### src/rtl/noc_ni_pkg.sv
// Shared definitions for the synchronous-to-asynchronous NI transmitter.
//   state_t   : transmit FSM states
//   enc_1of4  : 2-bit value to 1-of-4 rail code (bit v set for value v)
package noc_ni_pkg;

  typedef enum logic [2:0] {
    S_IDLE = 3'd0,
    S_DATA = 3'd1,
    S_DRTZ = 3'd2,
    S_EOF  = 3'd3,
    S_ERTZ = 3'd4
  } state_t;

  function automatic logic [3:0] enc_1of4(input logic [1:0] v);
    return 4'b0001 << v;
  endfunction

endpackage

### src/rtl/ni_sync.sv
// Multi-stage level synchroniser with synchronous active-high reset.
//   clk : sampling clock
//   rst : synchronous reset, clears all stages
//   d_i : asynchronous input level
//   q_o : synchronised level, SYNC edges behind d_i
module ni_sync #(
  parameter int SYNC = 2
) (
  input  logic clk,
  input  logic rst,
  input  logic d_i,
  output logic q_o
);

  logic [SYNC-1:0] sync_q;

  always_ff @(posedge clk) begin
    if (rst) begin
      sync_q <= '0;
    end else begin
      sync_q <= {sync_q[SYNC-2:0], d_i};
    end
  end

  assign q_o = sync_q[SYNC-1];

endmodule

### src/rtl/ni_tx_1of4.sv
// Synchronous-to-asynchronous NI transmitter. Buffers a valid/ready flit stream in a
// small FIFO and sends each flit as a 4-phase RTZ token of 1-of-4 sub-channels, followed
// by a separate EOF token on o4 after a tail flit.
//   clk, rst          : clock, synchronous active-high reset
//   in_data/in_tail   : flit payload and end-of-frame flag
//   in_valid/in_ready : push handshake (push when both high)
//   o0..o3            : 1-of-4 data rails, one bit per sub-channel
//   o4                : EOF rail
//   ack               : asynchronous acknowledge from the crossbar
//   busy              : FIFO holds flits or a token is in flight
//
// state  | meaning
// S_IDLE | rails low; start a token when FIFO not empty and ack_s low
// S_DATA | data rails carry the flit code; wait for ack_s high
// S_DRTZ | rails low; wait for ack_s low, then EOF token if the flit was a tail
// S_EOF  | o4 high; wait for ack_s high
// S_ERTZ | rails low; wait for ack_s low
module ni_tx_1of4
  import noc_ni_pkg::*;
#(
  parameter  int DW   = 8,
  parameter  int FD   = 2,
  parameter  int SYNC = 2,
  localparam int SCN  = DW / 2
) (
  input  logic           clk,
  input  logic           rst,
  input  logic [DW-1:0]  in_data,
  input  logic           in_tail,
  input  logic           in_valid,
  output logic           in_ready,
  output logic [SCN-1:0] o0,
  output logic [SCN-1:0] o1,
  output logic [SCN-1:0] o2,
  output logic [SCN-1:0] o3,
  output logic           o4,
  input  logic           ack,
  output logic           busy
);

  localparam int AW = $clog2(FD);
  localparam int CW = $clog2(FD + 1);

  logic [DW-1:0] fifo_data_q [FD];
  logic [FD-1:0] fifo_tail_q;
  logic [AW-1:0] wr_ptr_q, rd_ptr_q;
  logic [CW-1:0] count_q;
  logic          full, empty, push, pop;
  logic [DW-1:0] head_data;
  logic          head_tail;

  logic          ack_s;

  state_t        state_q, state_d;
  logic          tail_q, tail_d;
  logic [SCN-1:0] r0_q, r1_q, r2_q, r3_q;
  logic [SCN-1:0] r0_d, r1_d, r2_d, r3_d;
  logic          o4_q, o4_d;
  logic [3:0]    code;

  // Ready depends only on the registered count, so a same-cycle pop never frees a slot.
  assign full     = (count_q == CW'(FD));
  assign empty    = (count_q == '0);
  assign in_ready = !full && !rst;
  assign push     = in_valid && in_ready;

  assign head_data = fifo_data_q[rd_ptr_q];
  assign head_tail = fifo_tail_q[rd_ptr_q];

  always_ff @(posedge clk) begin
    if (rst) begin
      wr_ptr_q <= '0;
      rd_ptr_q <= '0;
      count_q  <= '0;
    end else begin
      if (push) wr_ptr_q <= wr_ptr_q + AW'(1);
      if (pop)  rd_ptr_q <= rd_ptr_q + AW'(1);
      count_q <= count_q + CW'(push) - CW'(pop);
    end
  end

  always_ff @(posedge clk) begin
    if (push) begin
      fifo_data_q[wr_ptr_q] <= in_data;
      fifo_tail_q[wr_ptr_q] <= in_tail;
    end
  end

  ni_sync #(.SYNC(SYNC)) u_ack_sync (
    .clk (clk),
    .rst (rst),
    .d_i (ack),
    .q_o (ack_s)
  );

  always_comb begin
    state_d = state_q;
    tail_d  = tail_q;
    r0_d    = r0_q;
    r1_d    = r1_q;
    r2_d    = r2_q;
    r3_d    = r3_q;
    o4_d    = o4_q;
    pop     = 1'b0;
    code    = '0;
    case (state_q)
      S_IDLE: begin
        if (!empty && !ack_s) begin
          pop    = 1'b1;
          tail_d = head_tail;
          for (int k = 0; k < SCN; k++) begin
            code    = enc_1of4(head_data[2*k +: 2]);
            r0_d[k] = code[0];
            r1_d[k] = code[1];
            r2_d[k] = code[2];
            r3_d[k] = code[3];
          end
          state_d = S_DATA;
        end
      end
      S_DATA: begin
        if (ack_s) begin
          r0_d    = '0;
          r1_d    = '0;
          r2_d    = '0;
          r3_d    = '0;
          state_d = S_DRTZ;
        end
      end
      S_DRTZ: begin
        if (!ack_s) begin
          if (tail_q) begin
            o4_d    = 1'b1;
            state_d = S_EOF;
          end else begin
            state_d = S_IDLE;
          end
        end
      end
      S_EOF: begin
        if (ack_s) begin
          o4_d    = 1'b0;
          state_d = S_ERTZ;
        end
      end
      S_ERTZ: begin
        if (!ack_s) state_d = S_IDLE;
      end
      default: begin
        state_d = S_IDLE;
        tail_d  = 1'b0;
        r0_d    = '0;
        r1_d    = '0;
        r2_d    = '0;
        r3_d    = '0;
        o4_d    = 1'b0;
      end
    endcase
  end

  always_ff @(posedge clk) begin
    if (rst) begin
      state_q <= S_IDLE;
      tail_q  <= 1'b0;
      r0_q    <= '0;
      r1_q    <= '0;
      r2_q    <= '0;
      r3_q    <= '0;
      o4_q    <= 1'b0;
    end else begin
      state_q <= state_d;
      tail_q  <= tail_d;
      r0_q    <= r0_d;
      r1_q    <= r1_d;
      r2_q    <= r2_d;
      r3_q    <= r3_d;
      o4_q    <= o4_d;
    end
  end

  assign o0   = r0_q;
  assign o1   = r1_q;
  assign o2   = r2_q;
  assign o3   = r3_q;
  assign o4   = o4_q;
  assign busy = !empty || (state_q != S_IDLE);

endmodule

### config.mk
export PLATFORM = sky130hd
export DESIGN_NAME = ni_tx_1of4
export DESIGN_NICKNAME = d
export VERILOG_FILES = /design/src/rtl/noc_ni_pkg.sv /design/src/rtl/ni_sync.sv /design/src/rtl/ni_tx_1of4.sv
export SDC_FILE = /design/constraint.sdc
export NUM_CORES = 1
export LEC_CHECK = 0
export CAP_MARGIN = 20
export CORE_ASPECT_RATIO = 1.25
export CORE_MARGIN = 2
export CORE_UTILIZATION = 52
export CTS_CLUSTER_DIAMETER = 60
export DETAILED_ROUTE_END_ITERATION = 8
export PLACE_DENSITY = 0.76
export SLEW_MARGIN = 40
export SYNTH_ARGS = -nofsm -noshare
export SYNTH_HDL_FRONTEND = slang
export SYNTH_SLANG_ARGS = --single-unit
export TNS_END_PERCENT = 5
### constraint.sdc
create_clock -name clk -period 2.2 [get_ports clk]
set_input_delay 0.22 -clock clk [delete_from_list [all_inputs] [get_ports clk]]
set_output_delay 0.22 -clock clk [all_outputs]
set_load 0.03 [all_outputs]
==> results_dict.tcl, run 1 <==
set metrics [dict create \
    status "completed" \
    port-buffer-count 31 \
    n_fill_cell 298 \
    whs_ns 0.462 \
    antenna_left 0 \
    rows 25 \
    cts.clk_slew.worst_paths_ns 0.08 \
    htreeDepth 2 \
    drt-initial-drc-count 29 \
    critPathRequiredTime_ns 1.98 \
    gp_congestion 0.819 \
    syn_area_per_cell_um2 11.1 \
    hold_buffers 0 \
    grt_pass1_wl_um 5420 \
    dp_hpwl_um 2520 \
    timing_hold_violations_final 0 \
    worst_pin_slew_ns 0.606 \
    drtPass1Iterations 4 \
    drive_above_1_share_pct 13.1 \
    area_growth_pct 21.1 \
    coreArea_um2 3720 \
    ios 32 \
    fin_skew_ns 0.00368 \
    vias 1339 \
    syn_nets 193 \
    clock-sinks 46 \
    finalCritPeriodShare_pct 93.3 \
    ys_ff_latch 46 \
    setup_viol 0 \
    final_nets 227 \
    start_util_pct 52.9 \
    synth_top_area_share_pct 28.4 \
    root_buffer "clkbuf_8" \
    synthesis.area_um2 1970 \
    startpoint_type "register" \
    peakVddDrop_mv 0.622 \
    seq_area_um2 1100 \
    finish.utilization_pct 64.1 \
    diodes 0 \
    critPathMaxFanout 12 \
    critical_path.top_delay_family "buffers and inverters" \
    track_usage_pct 17.0 \
    cp_slowest_stage_delay_ns 0.61 \
    postCtsSetupRepairBufs 0 \
    ys_warn_count 0 \
    slew_headroom_pct 59.6 \
    final.setup.tns_ns 0 \
    first_global_vias 1319 \
    die_h_um 72.8 \
    clock_tree.buffer_depth 2 \
    multi_input_area_um2 768 \
    antenna_found_initial 0 \
    ys.flop_type "dfxtp_1" \
    ctsResizeCount 0 \
    endpoint_kind "output port" \
    slew_violations 0 \
    synth_cell_types 32 \
    grt_start_max_net_pins 19 \
    max_freq_ghz 0.487 \
    crit_chain "nor3_1, nand3_1, clkdlybuf4s50_1" \
    cts-buffers-inserted 5 \
    drc 0 \
    power.total_mw 2.65 \
    yosys-top-cells-area "dfxtp_1, edfxtp_1, mux2i_1, nand2_1, mux2_2" \
    drv_cap 0 \
    fp.dieW_um 59.1 \
    hp-class "reg -> reg" \
    leakage_nw 0.922 \
    cp_slowest_cell "clkdlybuf4s50_1" \
    min_period_ns 2.05 \
    clock_latency_ns 0.29 \
    cellPowerDensity_nw_per_um2 1110 \
    path_class "reg -> out" \
    routed_wirelength_um 3330 \
    via_per_inst 5.29 \
    cts_tree "built" \
    synthArstFlopShare_pct 0 \
    crit_buf_inv 1 \
    ys_seq_area_share_pct 55.9 \
    wl_per_cell_um 13.2 \
    gr-total-overflow 0 \
    die-area_um2 4300 \
    yosys.area.top_type "dfxtp_1" \
    syn_inst 178 \
    rsz0062_at_grt "no" \
    synth-edff-count 18 \
    crit_arrival_ns 1.83 \
]
-- cell usage after synthesis, types with 4 or more instances --
cell type  instances
a21oi_1            6
dfxtp_1           28
edfxtp_1          18
inv_1              6
mux2_2             4
mux2i_1           24
nand2_1           36
nor2_1             9
nor2_2             6
nor2b_1            4
-- layer usage --
metal  vias to the layer above  track usage (%)  routed length (um)
li1                        674                -                   -
met1                       620             19.3                1430
met2                        36             28.0                1650
met3                         9             4.96                 168
met4                         0             10.1                  85
met5                         -                0                   0
-- layout make-up --
cell class                      count  share of cell area, %
Tap cell                           40                   2.10
Timing Repair Buffer               36                   14.6
Sequential cell                    46                   46.1
Clock inverter                      1                  0.210
Inverter                            7                   1.10
Multi-Input combinational cell    116                   32.2
Clock buffer                        7                   3.67
-- layout by cell type (no fill, tap or decap), types with 2 or more instances in the layout --
master           instances
nor3_1                   2
nor2_1                   9
buf_4                    5
and3_1                   2
inv_1                    6
ha_1                     2
clkbuf_8                 6
a21oi_1                  6
edfxtp_1                18
a211oi_1                 2
mux2_2                   4
o21ai_0                  3
clkdlybuf4s50_1         31
nor4_1                   2
xnor2_1                  3
nor2_2                   6
nand2_1                 36
nor2b_1                  4
nor2b_2                  3
mux2i_1                 24
dfxtp_1                 28
-- worst paths after layout --
kind	from	to	slack (ns)	cells past startpoint
min	o2[0]	o2[0]	0.46	2
max	state_q[1]	busy	0.15	3
min reg2reg	o2[0]	o2[0]	0.46	2
max reg2reg	state_q[1]	count_q[1]	0.36	9
-- worst reg2reg max path, cell delays in order, from the launching register on --
cell	delay, ns
dfxtp_1	0.56
nor2_2	0.10
o211ai_4	0.13
inv_1	0.07
ha_1	0.27
inv_1	0.04
ha_1	0.18
xnor2_1	0.19
xnor2_1	0.14
nor2_1	0.06
-- registers in the layout (all words and copies together), names as in the netlist, named ones only --
register           count
fifo_tail_q            2
wr_ptr_q               1
tail_q                 1
count_q                2
state_q                3
fifo_data_q           16
o3                     4
o4                     1
o2                     4
u_ack_sync.sync_q      2
o1                     4
o0                     4
rd_ptr_q               1
-- logic make-up after synthesis --
kind of cell    after synthesis  synth area share, %
mux                          28                 14.5
buf+inv                      16                 5.14
flops                        46                 55.9
simple gates                 67                 15.9
fa+ha+maj                     2                 1.27
xor+xnor                      4                 1.78
compound gates               15                 5.52
-- report_power, final --
group | total (mW) | switching, mW | internal, mW
logic | 0.978 | 0.515 | 0.464
clock network | 0.523 | 0.265 | 0.258
registers | 1.15 | 0.135 | 1.01
-- metrics by stage --
step / setup WS, ns / cells / area [um^2]
after floorplan: 0.607 / 178 / 1970
after CTS: 0.156 / 253 / 2390
after global placement: 0.334 / 245 / 2290
final: 0.148 / 253 / 2390
after detailed placement: 0.262 / 245 / 2290
after global routing: 0.0868 / 253 / 2390
Power figures use the tool's default switching activity.
==> inputs of run 2 (changes only) <==
- ABC_CLOCK_PERIOD_IN_PS: not set -> 2200
==> results of run 2 <==
No change in the layout: final DEF, timing and power equal those of run 1.
==> inputs of run 3 (changes only) <==
- CORE_UTILIZATION: 52 -> 55
- DONT_BUFFER_PORTS: not set -> 1
- PLACE_DENSITY: 0.76 -> 0.68
- SLEW_MARGIN: 40 -> not set
==> run 3 against run 2 <==
- die area is 5.1% lower
- count of clock-buffer cells in the layout is 1 lower
- critical path depth is 6 higher
- cell count is 9.1% lower
- first-iteration DRC count is 17% higher
- wire length hardly changed
- fmax is 13% higher
- clock skew is 0.0030 ns higher
- sequential share of layout area is 4.3 points higher
- highest routed layer unchanged
- sequential cell count stayed put
==> results_dict.tcl, run 3 (synthesis results as in run 1) <==
set metrics [dict create \
    ios 32 \
    vias 1252 \
    htreeDepth 2 \
    clock-sinks 46 \
    peakVddDrop_mv 0.952 \
    setup_viol 0 \
    via_per_inst 5.44 \
    final_nets 205 \
    fp.dieW_um 57.5 \
    hp-class "in -> reg" \
    final_common_cell "nand2_1" \
    grt_start_max_net_pins 19 \
    path_class "reg -> reg" \
    slew_violations 0 \
    layout_setup_ws_ns 0.387 \
    rsz0062_at_grt "no" \
    gr-total-overflow 0 \
    place_worst_setup_slack_ns 0.416 \
    wl_per_cell_um 14.5 \
    finalInstanceArea_um2 2180 \
    endpoint_kind "register" \
    first_global_vias 1247 \
    largest_register_ffs 16 \
    drv_cap 0 \
    finalCritPeriodShare_pct 82.4 \
    clock_latency_ns 0.30 \
    clock_tree.buffer_depth 2 \
    critPathRequiredTime_ns 2.38 \
    final_cell_mix "nand2_1, dfxtp_1, mux2i_1" \
    postCtsSetupRepairBufs 0 \
    hold_buffers 1 \
    cts_tree "built" \
    coreArea_um2 3450 \
    crit_arrival_ns 1.99 \
    leakage_nw 0.846 \
    slew_headroom_pct 57.5 \
    dp_hpwl_um 2390 \
    antenna_found_initial 0 \
    area_growth_pct 10.9 \
    ctsResizeCount 0 \
    regMostFlops "fifo_data_q" \
    grt_pass1_wl_um 5460 \
    critPathMaxFanout 12 \
    gp_congestion 0.849 \
    root_buffer "clkbuf_8" \
    cts.clk_slew.worst_paths_ns 0.09 \
    start_util_pct 57.1 \
    status "completed" \
    die_h_um 70.9 \
    finish.utilization_pct 63.3 \
    n_fill_cell 292 \
    track_usage_pct 17.7 \
    antenna_left 0 \
    drive_above_1_share_pct 13.6 \
    drt-initial-drc-count 34 \
    drc 0 \
    diodes 0 \
    whs_ns 0.0184 \
    power.total_mw 2.61 \
    routed_wirelength_um 3330 \
    timing_hold_violations_final 0 \
    rows 24 \
    min_period_ns 1.81 \
    fin_skew_ns 0.00672 \
    cts-buffers-inserted 5 \
    port-buffer-count 0 \
    drtPass1Iterations 4 \
    startpoint_type "register" \
    dpl.cell_count 212 \
    dpl_cell_area_um2 1970 \
    cellPowerDensity_nw_per_um2 1190 \
    die-area_um2 4080 \
    max_freq_ghz 0.552 \
    worst_pin_slew_ns 0.640 \
    final.setup.tns_ns 0 \
    stdcell_count 230 \
]
==> run 3: cell count changes in the layout (fill, tap and decap cells not counted), sizes merged <==
cell / before / now
clkinvlp: 0 / 1
clkinv: 2 / 1
buf: 5 / 4
bufinv: 0 / 1
clkdlybuf4s50: 31 / 0
dlygate4sd3: 0 / 10
clkbuf: 7 / 6
==> run 3: report_power, final <==
group	switching, mW	internal [mW]	total (mW)
combinational	0.397	0.347	0.744
clock	0.273	0.339	0.611
sequential	0.235	1.01	1.25
==> run 3: worst max-delay path, cell delays in order (launching register included) <==
cell and delay, ns:
dfxtp_1 0.55, nor2_2 0.09, o211ai_4 0.13, inv_1 0.07, ha_1 0.27, inv_1 0.04, ha_1 0.18, xnor2_1 0.17
xnor2_1 0.15, nor2_1 0.05
==> run 3: path summary, 6_finish.rpt <==
path	end	slack (ns)	start	cells past startpoint
setup reg to reg	count_q[1]	0.39	state_q[1]	9
hold / removal	fifo_data_q[0][7]	0.02	in_data[7]	0
hold reg to reg	u_ack_sync.sync_q[1]	0.46	u_ack_sync.sync_q[0]	1
setup / recovery	count_q[1]	0.39	state_q[1]	9
==> run 3: metal layers <==
metal | track usage [%] | share of wire, % | vias to the layer above | wire, um
met5 | 0 | 0 | - | 0
met4 | 8.79 | 2.9 | 0 | 97
met3 | 7.13 | 5.6 | 11 | 186
met2 | 29.9 | 50 | 31 | 1670
met1 | 18.9 | 41 | 583 | 1370
li1 | - | - | 627 | -
==> run 3: area by class of cell <==
class                      count  area [um^2]  share of cell area [%]
inverter                       7         26.3                    1.20
clock buffer                   6         72.6                    3.32
clock inverter                 2         37.5                    1.72
tap                           39         48.8                    2.23
sequential                    46         1100                    50.4
timing repair buffer          14          130                    5.96
multi-input combinational    116          768                    35.2
==> edit (flow settings as in run 2) <==
Encoding of `state_t`: now one-hot (5 bits for 5 states).
--- a/src/rtl/noc_ni_pkg.sv
+++ b/src/rtl/noc_ni_pkg.sv
@@ -3,12 +3,12 @@
 //   enc_1of4  : 2-bit value to 1-of-4 rail code (bit v set for value v)
 package noc_ni_pkg;
 
-  typedef enum logic [2:0] {
-    S_IDLE = 3'd0,
-    S_DATA = 3'd1,
-    S_DRTZ = 3'd2,
-    S_EOF  = 3'd3,
-    S_ERTZ = 3'd4
+  typedef enum logic [4:0] {
+    S_IDLE = 5'b00001,
+    S_DATA = 5'b00010,
+    S_DRTZ = 5'b00100,
+    S_EOF  = 5'b01000,
+    S_ERTZ = 5'b10000
   } state_t;
 
   function automatic logic [3:0] enc_1of4(input logic [1:0] v);
Function: no difference found for any inputs over 10 cycles, from zero or initial values and one cycle with rst high; not proved beyond that.
==> edit against run 2 <==
- synthesized cell count increased by 17%
- power rose by 31%
- synthesized area rose by 14%
- wire length is 26% higher
- first-iteration DRC count is 130% higher
- clock skew is 0.0019 ns higher
- sequential cell count increased by 2
- cell count up 18%
- worst setup slack got worse by 0.0030 ns
- core utilization up 2.8 points
- largest cell class unchanged
- non-clock buffer count up 6
- final area up 16%
==> edit: results (changes against run 2) <==
** Status
- Outcome :: finished clean

** Layout
- Number of non-filler instances in the completed layout :: 299 (+18%)
- The layout cell share with drive strength beyond 1 is 0.144 (+0.0126).
- Fin nets :: 257 (+13%)

** Setup path
- The setup path with the least slack is of type reg -> reg.
- Largest incremental delay on the critical path :: 0.56 ns (-0.05 ns)

** Yosys
- The mean instance size in the synthesized netlist came to 10.8 um^2 (-2.0%).
- Synth top cells by count :: dfxtp_1 (30), mux2i_1 (28), nand2_1 (27), edfxtp_1 (18), nand3_1 (13)
- Share of synthesized cell area in full adder, half adder and majority cells :: 0.0111 (-0.00161)
- The share of the synthesized area in compound gates (AO/OA/AOI/OAI) was 0.0505 (-0.00477).
- Share of the synthesized netlist area taken by xor and xnor gates :: 0.0194 (+0.00163)
- Multiplexer share of the synthesized area :: 0.154 (+0.00943)
- Largest cells by area after synthesis :: dfxtp_1 (27%), edfxtp_1 (24%), mux2i_1 (12%)
- The share of the yosys chip area belonging to registers came to 0.506 (-0.0529).
- The unique cell type count in the Yosys netlist came to 38 (+19%).
- The net count after synthesis came to 223 (+16%).

** GRT
- The overall routing resource usage was 0.188 (+0.0177).
- The maximum number of pins on one net before global-route repair was 22 (+3).
- The first-pass GRT wire length came to 7270 um (+34%).

** Placed design
- Placed Cells :: 291 (+19%)
- The placer's final routability congestion estimate was 0.826 (+0.85%).
- The area after detailed placement came to 2630 um^2 (+15%).
- The worst slack at placement was 0.185 ns (-0.0773 ns).

** STA
- Measured slew at the worst slew-check pin :: 0.511 ns (-0.0950 ns)
- The final setup skew is 0.00563 ns (+0.00195 ns).

** Pwr
- Share of power burned in registers :: 0.340 (-0.094)
- The maximum VDD drop came to 0.000758 V (+22%).
- The combinational logic power was 1.60 mW (+64%).
- The net switching power of the design came to 1.27 mW (+39%).

** Drt
- The mean number of vias per cell was 5.47 (+3.4%).
- Wire length after detailed routing :: 4180 um (+26%)
- DRC marker count from the first detailed-route iteration :: 68 (+130%)
## edit: cell types whose count changed after synthesis, moves of 4 or more
cell	run 2	this run
nand3_1	1	13
nand2_1	36	27
nor2_2	6	0
buf_2	2	6
clkbuf_1	2	6
mux2i_1	24	28
nand4_1	0	4
## edit: final timing paths
path,end,slack (ns),cells past startpoint
worst min register to register,u_ack_sync.sync_q[1],0.45,1
worst max register to register,count_q[1],0.15,8
worst min-delay path,u_ack_sync.sync_q[1],0.45,1
worst max-delay path,count_q[1],0.15,8
## edit: layer usage
layer	global-route usage	vias to the layer above	part of all wire
li1	-	815	-
met1	0.241	768	0.47
met2	0.303	47	0.48
met3	0.0420	6	0.040
met4	0.0822	0	0.015
met5	0	-	0
## edit: cell type report
cell class                 count  area [um^2]
clock inverter                 1         30.0
tap                           56         70.1
inverter                       9         33.8
fill                         346         1370
clock buffer                   7         97.6
timing repair buffer          42          395
multi-input combinational    136          995
sequential                    48         1140
